### config.mk
export PLATFORM = sky130hd
export DESIGN_NAME = snell_numerator_prep
export DESIGN_NICKNAME = d
export VERILOG_FILES = /design/src/rtl/snell_pkg.sv /design/src/rtl/sin_rom.sv /design/src/rtl/snell_numerator_prep.sv
export SDC_FILE = /design/constraint.sdc
export NUM_CORES = 1
export LEC_CHECK = 0
export ABC_AREA = 1
export CORE_AREA = 2 2 143 145
export CTS_CLUSTER_DIAMETER = 30
export DETAILED_ROUTE_END_ITERATION = 8
export DIE_AREA = 0 0 145 147
export MAX_ROUTING_LAYER = met4
export PLACE_DENSITY = 0.63
export SLEW_MARGIN = 20
export SYNTH_ARGS = -nofsm -noshare
export SYNTH_HDL_FRONTEND = slang
export SYNTH_SLANG_ARGS = --single-unit
### constraint.sdc
create_clock -name clk -period 2.7 [get_ports clk]
set_clock_uncertainty 0.15 [all_clocks]
set_input_delay 0.27 -clock clk [delete_from_list [all_inputs] [get_ports clk]]
set_output_delay 0.27 -clock clk [all_outputs]
set_load 0.005 [all_outputs]
### src/rtl/snell_pkg.sv
// Shared constants and FSM encoding for the Snell's-law datapath.
// Used by snell_numerator_prep, divide_algo and the downstream arcsine stage.
package snell_pkg;

  localparam int unsigned N_W       = 8;   // refractive index, unsigned Q2.6
  localparam int unsigned SIN_W     = 16;  // sine, unsigned Q1.15
  localparam int unsigned ANG_W     = 7;   // angle, integer degrees
  localparam int unsigned OUT_W     = 16;  // dividend/divider width
  localparam int unsigned SHIFT     = 7;   // Q3.21 product -> 2^14 scale
  localparam int unsigned ANGLE_MAX = 90;
  localparam int unsigned ACC_W     = 24;  // Q3.21 accumulator
  localparam int unsigned BIT_W     = $clog2(N_W);

  typedef enum logic [2:0] {
    ST_IDLE   = 3'd0,
    ST_LOOKUP = 3'd1,
    ST_MUL    = 3'd2,
    ST_DONE   = 3'd3,
    ST_HOLD   = 3'd4
  } state_e;

endpackage

### src/rtl/sin_rom.sv
// 91-entry synchronous sine ROM, entry d = round(sin(d deg) * 32768).
// Ports:
//   clk  - rising-edge clock
//   addr - angle in degrees; values above 90 read entry 90
//   data - registered sine, Q1.15, valid one edge after addr
module sin_rom
  import snell_pkg::*;
(
  input  logic             clk,
  input  logic [ANG_W-1:0] addr,
  output logic [SIN_W-1:0] data
);

  localparam int unsigned SIN_TAB [0:ANGLE_MAX] = '{
        0,   572,  1144,  1715,  2286,  2856,  3425,  3993,  4560,  5126,
     5690,  6252,  6813,  7371,  7927,  8481,  9032,  9580, 10126, 10668,
    11207, 11743, 12275, 12803, 13328, 13848, 14365, 14876, 15384, 15886,
    16384, 16877, 17364, 17847, 18324, 18795, 19261, 19720, 20174, 20622,
    21063, 21498, 21926, 22348, 22763, 23170, 23571, 23965, 24351, 24730,
    25102, 25466, 25822, 26170, 26510, 26842, 27166, 27482, 27789, 28088,
    28378, 28660, 28932, 29197, 29452, 29698, 29935, 30163, 30382, 30592,
    30792, 30983, 31164, 31336, 31499, 31651, 31795, 31928, 32052, 32166,
    32270, 32365, 32449, 32524, 32588, 32643, 32688, 32723, 32748, 32763,
    32768
  };

  logic [ANG_W-1:0] idx;
  logic [SIN_W-1:0] data_d;
  logic [SIN_W-1:0] data_q;

  always_comb begin
    idx    = (addr > ANG_W'(ANGLE_MAX)) ? ANG_W'(ANGLE_MAX) : addr;
    data_d = SIN_W'(SIN_TAB[idx]);
  end

  always_ff @(posedge clk) begin
    data_q <= data_d;
  end

  assign data = data_q;

endmodule

### src/rtl/snell_numerator_prep.sv
// Forms dividend = n1*sin(theta1)*2^14 and divider = n2 for divide_algo,
// so that the quotient is sin(theta2) in Q1.8. Flags total internal
// reflection (tir) and illegal inputs (err).
// Ports:
//   clk, rst            - clock, synchronous active-low reset
//   start               - job request, sampled only while idle
//   theta1, n1, n2      - incidence angle (deg), indices (Q2.6)
//   busy                - high whenever a job is in flight or held
//   out_valid/out_ready - result handshake
//   dividend, divider   - operands for divide_algo
//   tir, err            - total internal reflection / bad input flags
module snell_numerator_prep
  import snell_pkg::*;
(
  input  logic             clk,
  input  logic             rst,
  input  logic             start,
  input  logic [ANG_W-1:0] theta1,
  input  logic [N_W-1:0]   n1,
  input  logic [N_W-1:0]   n2,
  output logic             busy,
  output logic             out_valid,
  input  logic             out_ready,
  output logic [OUT_W-1:0] dividend,
  output logic [OUT_W-1:0] divider,
  output logic             tir,
  output logic             err
);

  state_e state_q, state_d;

  logic [ANG_W-1:0] theta_q, theta_d;
  logic [N_W-1:0]   n1_q, n1_d, n2_q, n2_d;
  logic             bad_q, bad_d;
  logic [SIN_W-1:0] sin_q, sin_d;
  logic [ACC_W-1:0] acc_q, acc_d;
  logic [BIT_W-1:0] bit_q, bit_d;
  logic [OUT_W-1:0] dividend_q, dividend_d, divider_q, divider_d;
  logic             tir_q, tir_d, err_q, err_d, valid_q, valid_d;

  logic [ANG_W-1:0] rom_addr;
  logic [SIN_W-1:0] rom_data;
  logic             bad_in;
  logic             tir_calc;

  // While idle the ROM reads the live input so its registered output is
  // ready in LOOKUP without an extra cycle.
  assign rom_addr = (state_q == ST_IDLE) ? theta1 : theta_q;

  sin_rom u_sin_rom (
    .clk  (clk),
    .addr (rom_addr),
    .data (rom_data)
  );

  assign bad_in   = (theta1 > ANG_W'(ANGLE_MAX)) || (n2 == '0);
  // Both sides at 2^14 scale; equality means theta2 = 90 deg, not TIR.
  assign tir_calc = ACC_W'(acc_q[SHIFT+OUT_W-1:SHIFT]) > ACC_W'({n2_q, 8'h00});

  always_ff @(posedge clk) begin
    if (!rst) state_q <= ST_IDLE;
    else      state_q <= state_d;
  end

  always_comb begin
    state_d = state_q;
    case (state_q)
      ST_IDLE:   if (start) state_d = bad_in ? ST_DONE : ST_LOOKUP;
      ST_LOOKUP: state_d = ST_MUL;
      ST_MUL:    if (bit_q == BIT_W'(N_W - 1)) state_d = ST_DONE;
      ST_DONE:   state_d = ST_HOLD;
      ST_HOLD:   if (out_ready) state_d = ST_IDLE;
      default:   state_d = ST_IDLE;
    endcase
  end

  always_comb begin
    busy = (state_q != ST_IDLE);
  end

  always_comb begin
    theta_d    = theta_q;
    n1_d       = n1_q;
    n2_d       = n2_q;
    bad_d      = bad_q;
    sin_d      = sin_q;
    acc_d      = acc_q;
    bit_d      = bit_q;
    dividend_d = dividend_q;
    divider_d  = divider_q;
    tir_d      = tir_q;
    err_d      = err_q;
    valid_d    = valid_q;
    case (state_q)
      ST_IDLE: begin
        if (start) begin
          theta_d = theta1;
          n1_d    = n1;
          n2_d    = n2;
          bad_d   = bad_in;
          acc_d   = '0;
          bit_d   = '0;
        end
      end
      ST_LOOKUP: sin_d = rom_data;
      ST_MUL: begin
        if (n1_q[bit_q]) acc_d = acc_q + (ACC_W'(sin_q) << bit_q);
        bit_d = bit_q + BIT_W'(1);
      end
      ST_DONE: begin
        valid_d = 1'b1;
        if (bad_q) begin
          dividend_d = '0;
          divider_d  = OUT_W'(1);
          tir_d      = 1'b0;
          err_d      = 1'b1;
        end else begin
          dividend_d = acc_q[SHIFT+OUT_W-1:SHIFT];
          divider_d  = OUT_W'(n2_q);
          tir_d      = tir_calc;
          err_d      = 1'b0;
        end
      end
      ST_HOLD: if (out_ready) valid_d = 1'b0;
      default: ;
    endcase
  end

  always_ff @(posedge clk) begin
    if (!rst) begin
      theta_q    <= '0;
      n1_q       <= '0;
      n2_q       <= '0;
      bad_q      <= 1'b0;
      sin_q      <= '0;
      acc_q      <= '0;
      bit_q      <= '0;
      dividend_q <= '0;
      divider_q  <= OUT_W'(1);
      tir_q      <= 1'b0;
      err_q      <= 1'b0;
      valid_q    <= 1'b0;
    end else begin
      theta_q    <= theta_d;
      n1_q       <= n1_d;
      n2_q       <= n2_d;
      bad_q      <= bad_d;
      sin_q      <= sin_d;
      acc_q      <= acc_d;
      bit_q      <= bit_d;
      dividend_q <= dividend_d;
      divider_q  <= divider_d;
      tir_q      <= tir_d;
      err_q      <= err_d;
      valid_q    <= valid_d;
    end
  end

  assign out_valid = valid_q;
  assign dividend  = dividend_q;
  assign divider   = divider_q;
  assign tir       = tir_q;
  assign err       = err_q;

endmodule

==> results of run 1 <==
## state kept, by name, indices dropped and copies added (netlist names), 3 cells and up
| signal | count |
|---|---|
| u_sin_rom.data | 16 |
| divider | 8 |
| n1_q | 8 |
| n2_q | 8 |
| acc_q | 23 |
| bit_q | 3 |
| sin_q | 16 |
| dividend | 16 |
| state_q | 3 |
| theta_q | 7 |
## worst reg2reg max path, delay by kind of cell (launching register included)
family | cells | cell delay, ns
simple gates | 4 | 0.26
mux | 2 | 0.32
flops | 1 | 0.38
buf+inv | 2 | 0.28
fa+ha+maj | 1 | 0.38
compound gates | 7 | 1.03
## cells in the mapped netlist (2+ instances only)
| cell type | instances | area share |
|---|---|---|
| ha_1 | 42 | 0.067 |
| nand3_1 | 129 | 0.083 |
| o21ai_1 | 15 | 0.0096 |
| a21o_1 | 4 | 0.0039 |
| clkbuf_1 | 36 | 0.017 |
| buf_4 | 12 | 0.012 |
| nor3_1 | 5 | 0.0032 |
| nand3b_1 | 4 | 0.0039 |
| a31oi_1 | 2 | 0.0016 |
| buf_6 | 5 | 0.0072 |
| inv_1 | 96 | 0.046 |
| nor2_4 | 3 | 0.0043 |
| buf_2 | 12 | 0.0077 |
| mux2i_1 | 12 | 0.015 |
| dfxtp_1 | 112 | 0.29 |
| a21oi_2 | 2 | 0.0022 |
| inv_2 | 6 | 0.0029 |
| o21a_1 | 2 | 0.0019 |
| nand2_4 | 4 | 0.0058 |
| a21oi_1 | 151 | 0.097 |
| xor2_1 | 2 | 0.0022 |
| nor2_1 | 69 | 0.033 |
| o21ai_0 | 119 | 0.076 |
| or2_2 | 4 | 0.0032 |
| nand2_1 | 305 | 0.15 |
| xnor2_1 | 2 | 0.0022 |
| nor4_1 | 4 | 0.0032 |
| o21bai_1 | 2 | 0.0019 |
| clkinv_1 | 2 | 0.00096 |
| nand2_2 | 12 | 0.0096 |
| a211oi_1 | 2 | 0.0019 |
| o211ai_1 | 7 | 0.0067 |
| nand4_1 | 4 | 0.0032 |
| nand3_2 | 4 | 0.0051 |
## per-stage QoR
stage	setup WS, ns	hold WS [ns]
6_report	-0.1864	0.3072
3_3_place_gp	-0.3509	0.2911
3_5_place_dp	-0.3622	0.2975
4_1_cts	-0.1151	0.3104
2_1_floorplan	-0.01080	0.2549
5_1_grt	-0.3302	0.3371
## area by class of cell
cell class                      instances  area, um2
Clock buffer                            9      225.2
Clock inverter                          7      93.84
Fill cell                            1927       8891
Inverter                              105      411.6
Multi-Input combinational cell        932       5436
Sequential cell                       112       2250
Tap cell                              270      337.8
Timing Repair Buffer                  250       2198
## cell families after synthesis
kind of cell | count (synthesis)
compound gates | 313
xor+xnor | 4
fa+ha+maj | 43
buf+inv | 172
flops | 112
mux | 12
other cells | 1
simple gates | 552
## power groups by stage
| stage | combinational [mW] | clock (mW) | sequential [mW] |
|---|---|---|---|
| final | 9.14 | 1.41 | 2.14 |
| after global routing | 9.92 | 1.51 | 2.17 |
| after CTS | 7.91 | 1.45 | 2.12 |
| after detailed placement | 7.67 | 0 | 2.16 |
| after global placement | 7.81 | 0 | 2.16 |
| after floorplan | 4.71 | 0 | 2.12 |
## per-layer routing
metal  wire length (um)  track usage
met1              11000       0.2913
met2              13390       0.4250
met3               1173      0.03137
met4               1387       0.1168
met5                  0            -
## worst max path at each step
stage	to	slack [ns]	from	cells after the start
6_report	acc_q[19]	-0.19	bit_q[0]	16
5_1_grt	acc_q[19]	-0.33	bit_q[0]	16
4_1_cts	acc_q[19]	-0.12	bit_q[0]	16
3_5_place_dp	u_sin_rom.data[6]	-0.36	theta1[6]	18
3_3_place_gp	u_sin_rom.data[6]	-0.35	theta1[6]	18
2_1_floorplan	acc_q[16]	-0.01	bit_q[1]	16
## repair_timing
item	CTS	global route
buffers inserted	6	21
pin swaps	8	54
resized for setup	64	163
setup endpoints to repair	27	32
cloned	0	3
==> metrics, run 1 <==
status finished with violations; failing checks setup timing; Clock Sinks around 110; PD cells 1159 nW/um2; number of I/O port buffers 54; commonest non-fill, non-tap cell in the layout nand2_1; power consumption 12.70 mW; switching share of power 0.4963; Synth-to-Final Area Change 40.58%; Cell Int Power roughly 6.4 mW; Setup TNS -0.9015 ns; initial antenna violation count 0; CP Class reg2reg; max_cap viols 0; n_diodes 0; Synth Warn # 0; Synth Instances 1209; Worst path slowest cell dfxtp_4; worst hold endpoint n1_q[5]; Max clock buf depth 2; slew margin rel. 0.4634; CP startpoint kind flip-flop; reg2reg setup slack -0.19 ns; ys flop type dfxtp_1; maximum clock frequency 0.3465 GHz; Compound-Gate Fraction of Synth Area 0.2118; simple-gate share of the synthesized area 0.3128; fin area 10950 um2; crit path time final ~2.9 ns; RSZ-0062 raised after global routing yes; Core Box Area between 15000 and 20000 um2; layout cells sized above 1 0.2749; Worst R2R Start bit_q[0]; drt wl/cell 16.00 um; final hold vios 0; sequential share of power 0.169; non-filler instance count after layout approximately 1.7k; Post-DP Area around 9700 um2; CP peak stage delay approximately 0.38 ns; Clock power frac 0.111; clock buffers created by TritonCTS 9; Unique masters post-synth 51; Worst EP arrival 3.03 ns; GPL Wtd Cong roughly 1.0; Slew Viols, Final 0; period utilization 1.069; # DRC 0; fin util 0.5520; sequential cell area fraction in the yosys report 0.2878; Skew-Pair Late Insertion Delay around 0.37 ns; mux cell area share after synthesis 0.01542; vias in the first global route around 8.2k; Post-Synth Adder-Cell Area 0.07002; routed via count 8899; PnR worst setup slack -0.1864 ns; Worst Setup End Kind flip-flop; vias per inst between 5 and 6; Hold Path Class reg2reg; VDD IR max around 1300 uV; LEAKAGE between 4 and 5 nW; first-pass GRT wire length 41.94 mm; Boundary Pins 63; WHS Path Cells 2; most frequent cells in the layout nand2_1, buf_4, a21oi_1; total grt overflow 0; number of flops mapped to enable cells by yosys 0; Post-DP HPWL 19.60 mm; root buffer cell clkbuf_16; Routed WL 26.95 mm; CTS tree yes; area of the mapped netlist a little under 8000 um2; syn avg cell area 6.444 um2; combinational share of power 0.720; hold wc startpoint n1_q[5]; crit-path cells buf_12 > buf_12 > o21ai_4 > mux2i_2 > mux2i_1 > ha_2 > a21oi_2 > o21ai_2 > a21oi_2 > o21ai_2 > a21o_1 > nand2_1 > nand2_1 > nand2_1 > nand3_2 > a21oi_1; CTS Hold Buffers Added 0; Vert. Die Dim roughly 150 um; Async S/R FF share, synth 0; largest net degree at the start of global routing 47; Initial Utilization 0.3926; Routed Antenna Nets 0; Site Rows 52; P_sw ~6.3 mW; Horiz. Die Dim 145 um; Placed Cells roughly 1.6k; Final nets approximately 1.5k; Iteration-0 DRC Markers between 500 and 600; Critical Path Fanout Max 8; Reg-to-Reg End acc_q[19]; Buf+Inv Stages, Crit Path 2; die area roughly 21000 um2; Reg2Reg Depth 16; CP dominant cell by count nand2_1; largest family of logic cells by synthesized area simple AND/OR/NAND/NOR gates; clk slew on worst S/H paths about 0.09 ns; Setup violations, final 10; synthesized flop and latch total between 100 and 150; CTS H-tree depth 3; Worst Tran Pin Value 0.8041 ns; global-route usage over all layers 0.2484; post-synthesis xor/xnor area fraction 0.004497; drt first pass iters 6; delay-heaviest family, CP compound AO/OA/AOI/OAI gates; Req. time, crit path 2.85 ns
No activity file was read; power rests on OpenSTA's default activity.
==> run 2, diff against run 1 <==
--- a/config.mk
+++ b/config.mk
@@ -6,13 +6,14 @@
 export NUM_CORES = 1
 export LEC_CHECK = 0
 export ABC_AREA = 1
-export CORE_AREA = 2 2 143 145
+export CORE_AREA = 2 2 148 150
 export CTS_CLUSTER_DIAMETER = 30
 export DETAILED_ROUTE_END_ITERATION = 8
-export DIE_AREA = 0 0 145 147
+export DIE_AREA = 0 0 150 152
 export MAX_ROUTING_LAYER = met4
-export PLACE_DENSITY = 0.63
+export PLACE_DENSITY = 0.62
 export SLEW_MARGIN = 20
 export SYNTH_ARGS = -nofsm -noshare
 export SYNTH_HDL_FRONTEND = slang
+export SYNTH_HIERARCHICAL = 1
 export SYNTH_SLANG_ARGS = --single-unit
==> run 2 against run 1 <==
  * The flow still finishes with violations (setup timing)
  * Non-clock buffer count fell by 55
  * Global-route usage fell by 0.22 points
  * Hold slack got worse by 0.0015 ns
  * Sequential share of layout area hardly changed
  * Clock power is 4% higher
  * Combinational power rose by 9.2%
  * Sequential power rose by 9.8%
  * Die area up 7.0%
  * Via count increased by 3.6%
  * Clock-buffer cell count unchanged
  * Synthesized cell count increased by 13%
  * Critical path type unchanged
==> metrics, run 2 <==
Worst Setup End Kind flip-flop (unchanged); sequential cell area fraction in the yosys report 0.2696 (was 0.2878); Iteration-0 DRC Markers 585 (was 512); Setup violations, final 9 (was 10); status finished with violations (unchanged); CP dominant cell by count nand2_1 (unchanged); CP Class reg2reg (unchanged); CTS Hold Buffers Added 0 (unchanged); post-synthesis xor/xnor area fraction 0.002107 (was 0.004497); drt wl/cell 15.66 um (was 16.00 um); syn avg cell area 6.110 um2 (was 6.444 um2); PD cells 1258 nW/um2 (was 1159 nW/um2); # DRC 0 (unchanged); fin area 10960 um2 (was 10950 um2); reg2reg setup slack -0.07 ns (was -0.19 ns); die area 22800 um2 (was 21320 um2); Site Rows 54 (was 52); most frequent cells in the layout nand2_1, inv_1, buf_4 (was nand2_1, buf_4, a21oi_1); crit path time final 2.769 ns (was 2.886 ns); Worst EP arrival 2.93 ns (was 3.03 ns); WHS Path Cells 2 (unchanged); Post-DP HPWL 21.48 mm (was 19.60 mm); Worst R2R Start state_q[2] (was bit_q[0]); layout cells sized above 1 0.2263 (was 0.2749); P_sw 7.038 mW (was 6.303 mW); vias in the first global route 8403 (was 8220); Horiz. Die Dim 150 um (was 145 um); Final nets 1581 (was 1480); Synth-to-Final Area Change 31.82% (was 40.58%); Synth Warn # 6 (was 0); RSZ-0062 raised after global routing yes (unchanged); maximum clock frequency 0.3611 GHz (was 0.3465 GHz); vias per inst 5.135 (was 5.281); max reg flops 23 (unchanged); LEAKAGE 5.077 nW (was 4.848 nW); VDD IR max 869.9 uV (was 1331 uV); Yosys top cell by area dfxtp_1 (unchanged); PnR worst setup slack -0.06907 ns (was -0.1864 ns); Critical Path Fanout Max 7 (was 8); Post-Synth Adder-Cell Area 0.06560 (was 0.07002); mux cell area share after synthesis 0.006019 (was 0.01542); failing checks setup timing (unchanged); GPL Wtd Cong 1.003 (was 1.012); Skew-Pair Late Insertion Delay 0.37 ns (about the same); ys flop type dfxtp_1 (unchanged); sequential share of power 0.170 (was 0.169); simple-gate share of the synthesized area 0.3879 (was 0.3128); switching share of power 0.5103 (was 0.4963); root buffer cell clkbuf_16 (unchanged); clock buffers created by TritonCTS 9 (unchanged); CP startpoint kind flip-flop (unchanged); total grt overflow 0 (unchanged); Core Box Area 21350 um2 (was 19840 um2); commonest non-fill, non-tap cell in the layout nand2_1 (unchanged); number of I/O port buffers 54 (unchanged); Reg2Reg Depth 19 (was 16); Placed Cells 1762 (was 1639); area of the mapped netlist 8315 um2 (was 7791 um2); Synth Instances 1361 (was 1209); fin util 0.5134 (was 0.5520); hold wc startpoint n1_q[7] (was n1_q[5]); global-route usage over all layers 0.2462 (was 0.2484); Routed WL 28.12 mm (was 26.95 mm); worst hold endpoint n1_q[7] (was n1_q[5]); Worst path slowest cell dfxtp_2 (was dfxtp_4); Compound-Gate Fraction of Synth Area 0.1518 (was 0.2118); drt first pass iters 5 (was 6); Synth top cells by count nand2_1, inv_1, nand3_1 (was nand2_1, a21oi_1, nand3_1); largest family of logic cells by synthesized area simple AND/OR/NAND/NOR gates (unchanged); number of flops mapped to enable cells by yosys 0 (unchanged); Max clock buf depth 2 (unchanged); period utilization 1.026 (was 1.069); area fraction of the dominant cell type after synthesis 0.2696 (was 0.2878); Most flops, register acc_q (unchanged); first-pass GRT wire length 43.68 mm (was 41.94 mm); non-filler instance count after layout 1796 (was 1685); count leader, synth nand2_1 (unchanged); Boundary Pins 63 (unchanged); Unique masters post-synth 50 (was 51); clk slew on worst S/H paths 0.09 ns (about the same); CP peak stage delay 0.33 ns (was 0.38 ns); synthesized flop and latch total 112 (unchanged); initial antenna violation count 0 (unchanged); Cell Int Power 6.755 mW (was 6.396 mW); CTS tree yes (unchanged); max_cap viols 0 (unchanged); largest net degree at the start of global routing 44 (was 47); Async S/R FF share, synth 0 (unchanged); Setup WS pre-CTS -0.1671 ns (was -0.3622 ns); Clock power frac 0.106 (was 0.111); Initial Utilization 0.3895 (was 0.3926); Vert. Die Dim 152 um (was 147 um); routed via count 9222 (was 8899); final hold vios 0 (unchanged); top post-synthesis cells by area dfxtp_1, nand2_1, nand3_1, ha_1, inv_1 (was dfxtp_1, nand2_1, a21oi_1, nand3_1, o21ai_0); Req. time, crit path 2.86 ns (was 2.85 ns); Hold Path Class reg2reg (unchanged); CTS H-tree depth 3 (unchanged); Slew Viols, Final 0 (unchanged); Routed Antenna Nets 0 (unchanged); final hold slack 0.3057 ns (was 0.3072 ns); Post-DP Area 9962 um2 (was 9671 um2); combinational share of power 0.724 (was 0.720); Reg-to-Reg End u_sin_rom/data[9] (was acc_q[19]); Clock Sinks 112 (unchanged); crit-path cells nor2_2 > inv_2 > nor2_8 > buf_6 > o21ai_4 > nand2_1 > nand2_1 > nand2_2 > nand2_4 > nand2_8 > nand2_4 > buf_4 > ha_1 > buf_4 > nand2_1 > o211ai_1 > a21oi_1 > nand2_1 > nand3_1 (was buf_12 > buf_12 > o21ai_4 > mux2i_2 > mux2i_1 > ha_2 > a21oi_2 > o21ai_2 > a21oi_2 > o21ai_2 > a21o_1 > nand2_1 > nand2_1 > nand2_1 > nand3_2 > a21oi_1); n_diodes 0 (unchanged)
==> run 2: cell types whose count changed in the layout (fill, tap and decap cells not counted), moves of 7 or more <==
cell / delta
a21oi_1: -42
a21oi_2: -7
buf_4: -49
inv_1: +47
nand2_1: +101
nand2_2: +19
nand3_1: +8
nand3b_1: +7
nor2_1: +47
o21ai_1: -11
o21ai_2: -7
==> run 2: final cells by class <==
| cell class | count | area (um2) |
|---|---|---|
| tap | 280 | 350.3 |
| fill | 2204 | 10390 |
| multi-input combinational | 1040 | 5682 |
| clock inverter | 7 | 97.59 |
| clock buffer | 9 | 225.2 |
| timing repair inverter | 1 | 5.005 |
| inverter | 152 | 603.1 |
| sequential | 112 | 2251 |
| timing repair buffer | 195 | 1748 |
==> run 2: layer usage <==
layer / up-vias / share of wire / track usage / routed length (um)
met3: 69 / 0.041 / 0.02402 / 1155
met5: - / 0 / - / 0
met2: 248 / 0.50 / 0.4153 / 13990
li1: 4695 / - / - / -
met4: 0 / 0.043 / 0.1033 / 1215
met1: 4210 / 0.42 / 0.2980 / 11760
==> run 2: worst max path at each step <==
stage,to,start,depth (start not counted)
finish,u_sin_rom/data[9],state_q[2],19
global route,u_sin_rom/data[6],state_q[2],23
CTS,u_sin_rom/data[11],state_q[0],19
detailed placement,u_sin_rom/data[4],theta1[4],20
global placement,u_sin_rom/data[4],theta1[0],20
floorplan,u_sin_rom/data[6],state_q[0],23
==> run 2: cell families (layout without fill, tap and decap cells) <==
logic type      after synthesis  in the layout
mux                           5              5
fa+ha+maj                    43             43
compound gates              235            235
buf+inv                     217            364
other cells                   1              8
xor+xnor                      2              2
flops                       112            112
simple gates                746            747
==> run 2: metrics by stage <==
stage	setup TNS, ns	power, mW
6_report	-0.3774	13.79
5_1_grt	-3.067	14.81
4_1_cts	-0.06154	12.83
3_5_place_dp	-1.966	11.18
3_3_place_gp	-1.792	11.28
2_1_floorplan	0	7.874
==> run 2: critical path, delay by kind of cell (launching register included) <==
family,cells,cell delay (ns)
buffers and inverters,4,0.54
flip-flops,1,0.33
AND/OR/NAND/NOR,11,1.12
AO/OA/AOI/OAI,3,0.35
adder cells (fa/ha/maj),1,0.22
==> run 2: power groups by stage <==
stage	Sequential [mW]	Clock [mW]	Combinational, mW
after floorplan	2.29	0	5.58
after global placement	2.35	0	8.93
after detailed placement	2.35	0	8.83
after CTS	2.33	1.49	9.01
after global routing	2.40	1.55	10.9
final	2.35	1.46	9.98
==> run 2: what timing repair did <==
item / CTS / global route
setup endpoints to repair: 29 / 33
cloned: 1 / 2
pin swaps: 5 / 51
gates resized for setup: 25 / 150
endpoints found under the hold margin: 0 / 0
buffers inserted: 2 / 13
==> run 3, diff against run 2 <==
--- a/config.mk
+++ b/config.mk
@@ -17,3 +17,4 @@
 export SYNTH_HDL_FRONTEND = slang
 export SYNTH_HIERARCHICAL = 1
 export SYNTH_SLANG_ARGS = --single-unit
+export TNS_END_PERCENT = 30
==> run 3 against run 2 <==
  * Sequential power barely moved
  * Critical endpoint is now u_sin_rom/data[0]
  * Global-route usage did not move
  * Cell area fell by 0.56%
  * Total power fell by 0.62%
  * The flow still finishes with violations (setup timing)
  * First-iteration DRC count fell by 7.5%
==> metrics, run 3 (synthesized netlist as in run 2, its figures left out) <==
die area 22800 um2 (unchanged); CP startpoint kind flip-flop (unchanged); Worst path slowest cell dfxtp_2 (unchanged); Final nets 1579 (was 1581); Synth-to-Final Area Change 31.09% (was 31.82%); max_cap viols 0 (unchanged); power consumption 13.71 mW (was 13.79 mW); maximum clock frequency 0.3605 GHz (was 0.3611 GHz); Setup violations, final 11 (was 9); Sequential cell area 2250 um2 (was 2251 um2); Clock Sinks 112 (unchanged); status finished with violations (unchanged); Reg-to-Reg End u_sin_rom/data[0] (was u_sin_rom/data[9]); # DRC 0 (unchanged); n_diodes 0 (unchanged); Routed Antenna Nets 0 (unchanged); RSZ-0062 raised after global routing yes (unchanged); Core Box Area 21350 um2 (unchanged); CTS H-tree depth 3 (unchanged); VDD IR max 857.8 uV (was 869.9 uV); CP Class reg2reg (unchanged); layout cells sized above 1 0.2153 (was 0.2263); Post-DP HPWL 21.48 mm (unchanged); LEAKAGE 5.076 nW (was 5.077 nW); Slew Viols, Final 0 (unchanged); worst setup path start state_q[2] (unchanged); vias in the first global route 8403 (unchanged); Max clock buf depth 2 (unchanged); clk slew on worst S/H paths 0.09 ns (about the same); largest net degree at the start of global routing 44 (unchanged); drt wl/cell 15.61 um (was 15.66 um); final hold vios 0 (unchanged); root buffer cell clkbuf_16 (unchanged); crit path time final 2.774 ns (was 2.769 ns); period utilization 1.028 (was 1.026); Boundary Pins 63 (unchanged); Horiz. Die Dim 150 um (unchanged); reg2reg setup slack -0.07 ns (about the same); first-pass GRT wire length 43.68 mm (unchanged); Iteration-0 DRC Markers 541 (was 585); routed via count 9183 (was 9222); GPL Wtd Cong 1.003 (unchanged); vias per inst 5.119 (was 5.135); drt first pass iters 6 (was 5); crit-path cells nor2_2 > inv_2 > nor2_8 > buf_6 > o21ai_4 > nand2_1 > nand2_1 > nand2_2 > nand2_2 > nand2_4 > nand2_8 > ha_2 > nand3_1 > nand2_1 > nand2_1 > nand2_1 > nand2_1 > nand2_1 > nand3b_1 (was nor2_2 > inv_2 > nor2_8 > buf_6 > o21ai_4 > nand2_1 > nand2_1 > nand2_2 > nand2_4 > nand2_8 > nand2_4 > buf_4 > ha_1 > buf_4 > nand2_1 > o211ai_1 > a21oi_1 > nand2_1 > nand3_1); Routed WL 28.01 mm (was 28.12 mm); hold wc startpoint n1_q[7] (unchanged); clock buffers created by TritonCTS 9 (unchanged); Worst Setup End Kind flip-flop (unchanged); CP dominant cell by count nand2_1 (unchanged); PD cells 1258 nW/um2 (about the same); Vert. Die Dim 152 um (unchanged); crit path to u_sin_rom/data[0] (was u_sin_rom/data[9]); non-filler instance count after layout 1794 (was 1796); commonest non-fill, non-tap cell in the layout nand2_1 (unchanged); fin util 0.5105 (was 0.5134); fill count 2212 (was 2204); CTS Hold Buffers Added 0 (unchanged); Skew-Pair Late Insertion Delay 0.37 ns (about the same); Setup TNS -0.5220 ns (was -0.3774 ns); failing checks setup timing (unchanged); Initial Utilization 0.3895 (unchanged); max reg flops 23 (unchanged); Worst R2R Start state_q[2] (unchanged); CTS tree yes (unchanged); PnR worst setup slack -0.07428 ns (was -0.06907 ns); CP peak stage delay 0.33 ns (about the same); total grt overflow 0 (unchanged); Multi-input gate area 5630 um2 (was 5682 um2); Most flops, register acc_q (unchanged); Critical Path Fanout Max 8 (was 7); Reg2Reg Depth 19 (unchanged); initial antenna violation count 0 (unchanged); delay-heaviest family, CP simple AND/OR/NAND/NOR gates (unchanged); Req. time, crit path 2.80 ns (was 2.86 ns); most frequent cells in the layout nand2_1, inv_1, nand3_1, buf_4 (was nand2_1, inv_1, buf_4); number of I/O port buffers 54 (unchanged); Buf+Inv Stages, Crit Path 2 (was 4); WP depth 19 (unchanged); Worst EP arrival 2.87 ns (was 2.93 ns); Hold Path Class reg2reg (unchanged); Placed Cells 1762 (unchanged); global-route usage over all layers 0.2462 (unchanged); Site Rows 54 (unchanged)
-- run 3: cell types whose count changed in the layout (fill, tap and decap cells not counted), sizes merged --
| cell | change |
|---|---|
| clkinv | -2 |
| inv | +1 |
| buf | -1 |
-- run 3: how the worst min path moves through the flow --
stage,end,slack [ns],depth (start not counted)
after global placement,theta_q[5],0.29,2
after CTS,theta_q[5],0.31,2
after floorplan,n1_q[0],0.25,2
after global routing,dividend[14],0.33,2
final,n1_q[7],0.31,2
after detailed placement,theta_q[5],0.29,2
-- run 3: layout make-up --
cell class                 count  share of cell area
sequential                   112              0.2064
inverter                     152             0.05533
clock buffer                   9             0.02066
clock inverter                 7            0.008953
timing repair buffer         194              0.1600
multi-input combinational   1040              0.5165
tap                          280             0.03214
-- run 3: metal layers --
layer / global-route usage / routed length, um / vias to the layer above / share of wire
met4: 0.1033 / 1240 / 0 / 0.044
met5: - / 0 / - / 0
met2: 0.4153 / 13900 / 249 / 0.50
li1: - / - / 4694 / -
met1: 0.2980 / 11720 / 4166 / 0.42
met3: 0.02402 / 1147 / 74 / 0.041
-- run 3: power breakdown --
part	leakage, nW	internal (mW)	switching [mW]
clock network	0.157	0.687	0.770
registers	0.919	2.10	0.251
logic	4.00	3.93	5.96
total	5.08	6.72	6.99
-- run 3: through the flow --
stage	setup slack [ns]	hold WS (ns)	cell area [um2]
2_1_floorplan	0.007477	0.2549	8419
3_3_place_gp	-0.1446	0.2861	9962
4_1_cts	-0.03436	0.3076	10350
3_5_place_dp	-0.1671	0.2917	9962
6_report	-0.07428	0.3068	10900
5_1_grt	-0.2281	0.3346	10900
-- run 3: what timing repair did --
item,4_1_cts,5_1_grt
setup buffers,2,12
endpoints found under the setup margin,29,33
pin swaps,2,48
gates resized for setup,23,135
gates cloned,1,1
-- run 3: worst register-to-register path: stages (launching register included) --
cell      delay (ns)
dfxtp_2         0.33
nor2_2          0.10
inv_2           0.09
nor2_8          0.20
buf_6           0.13
o21ai_4         0.05
nand2_1         0.07
nand2_1         0.07
nand2_2         0.07
nand2_2         0.06
nand2_4         0.15
nand2_8         0.11
ha_2            0.23
nand3_1         0.22
nand2_1         0.13
nand2_1         0.08
nand2_1         0.05
nand2_1         0.11
nand2_1         0.06
nand3b_1        0.17
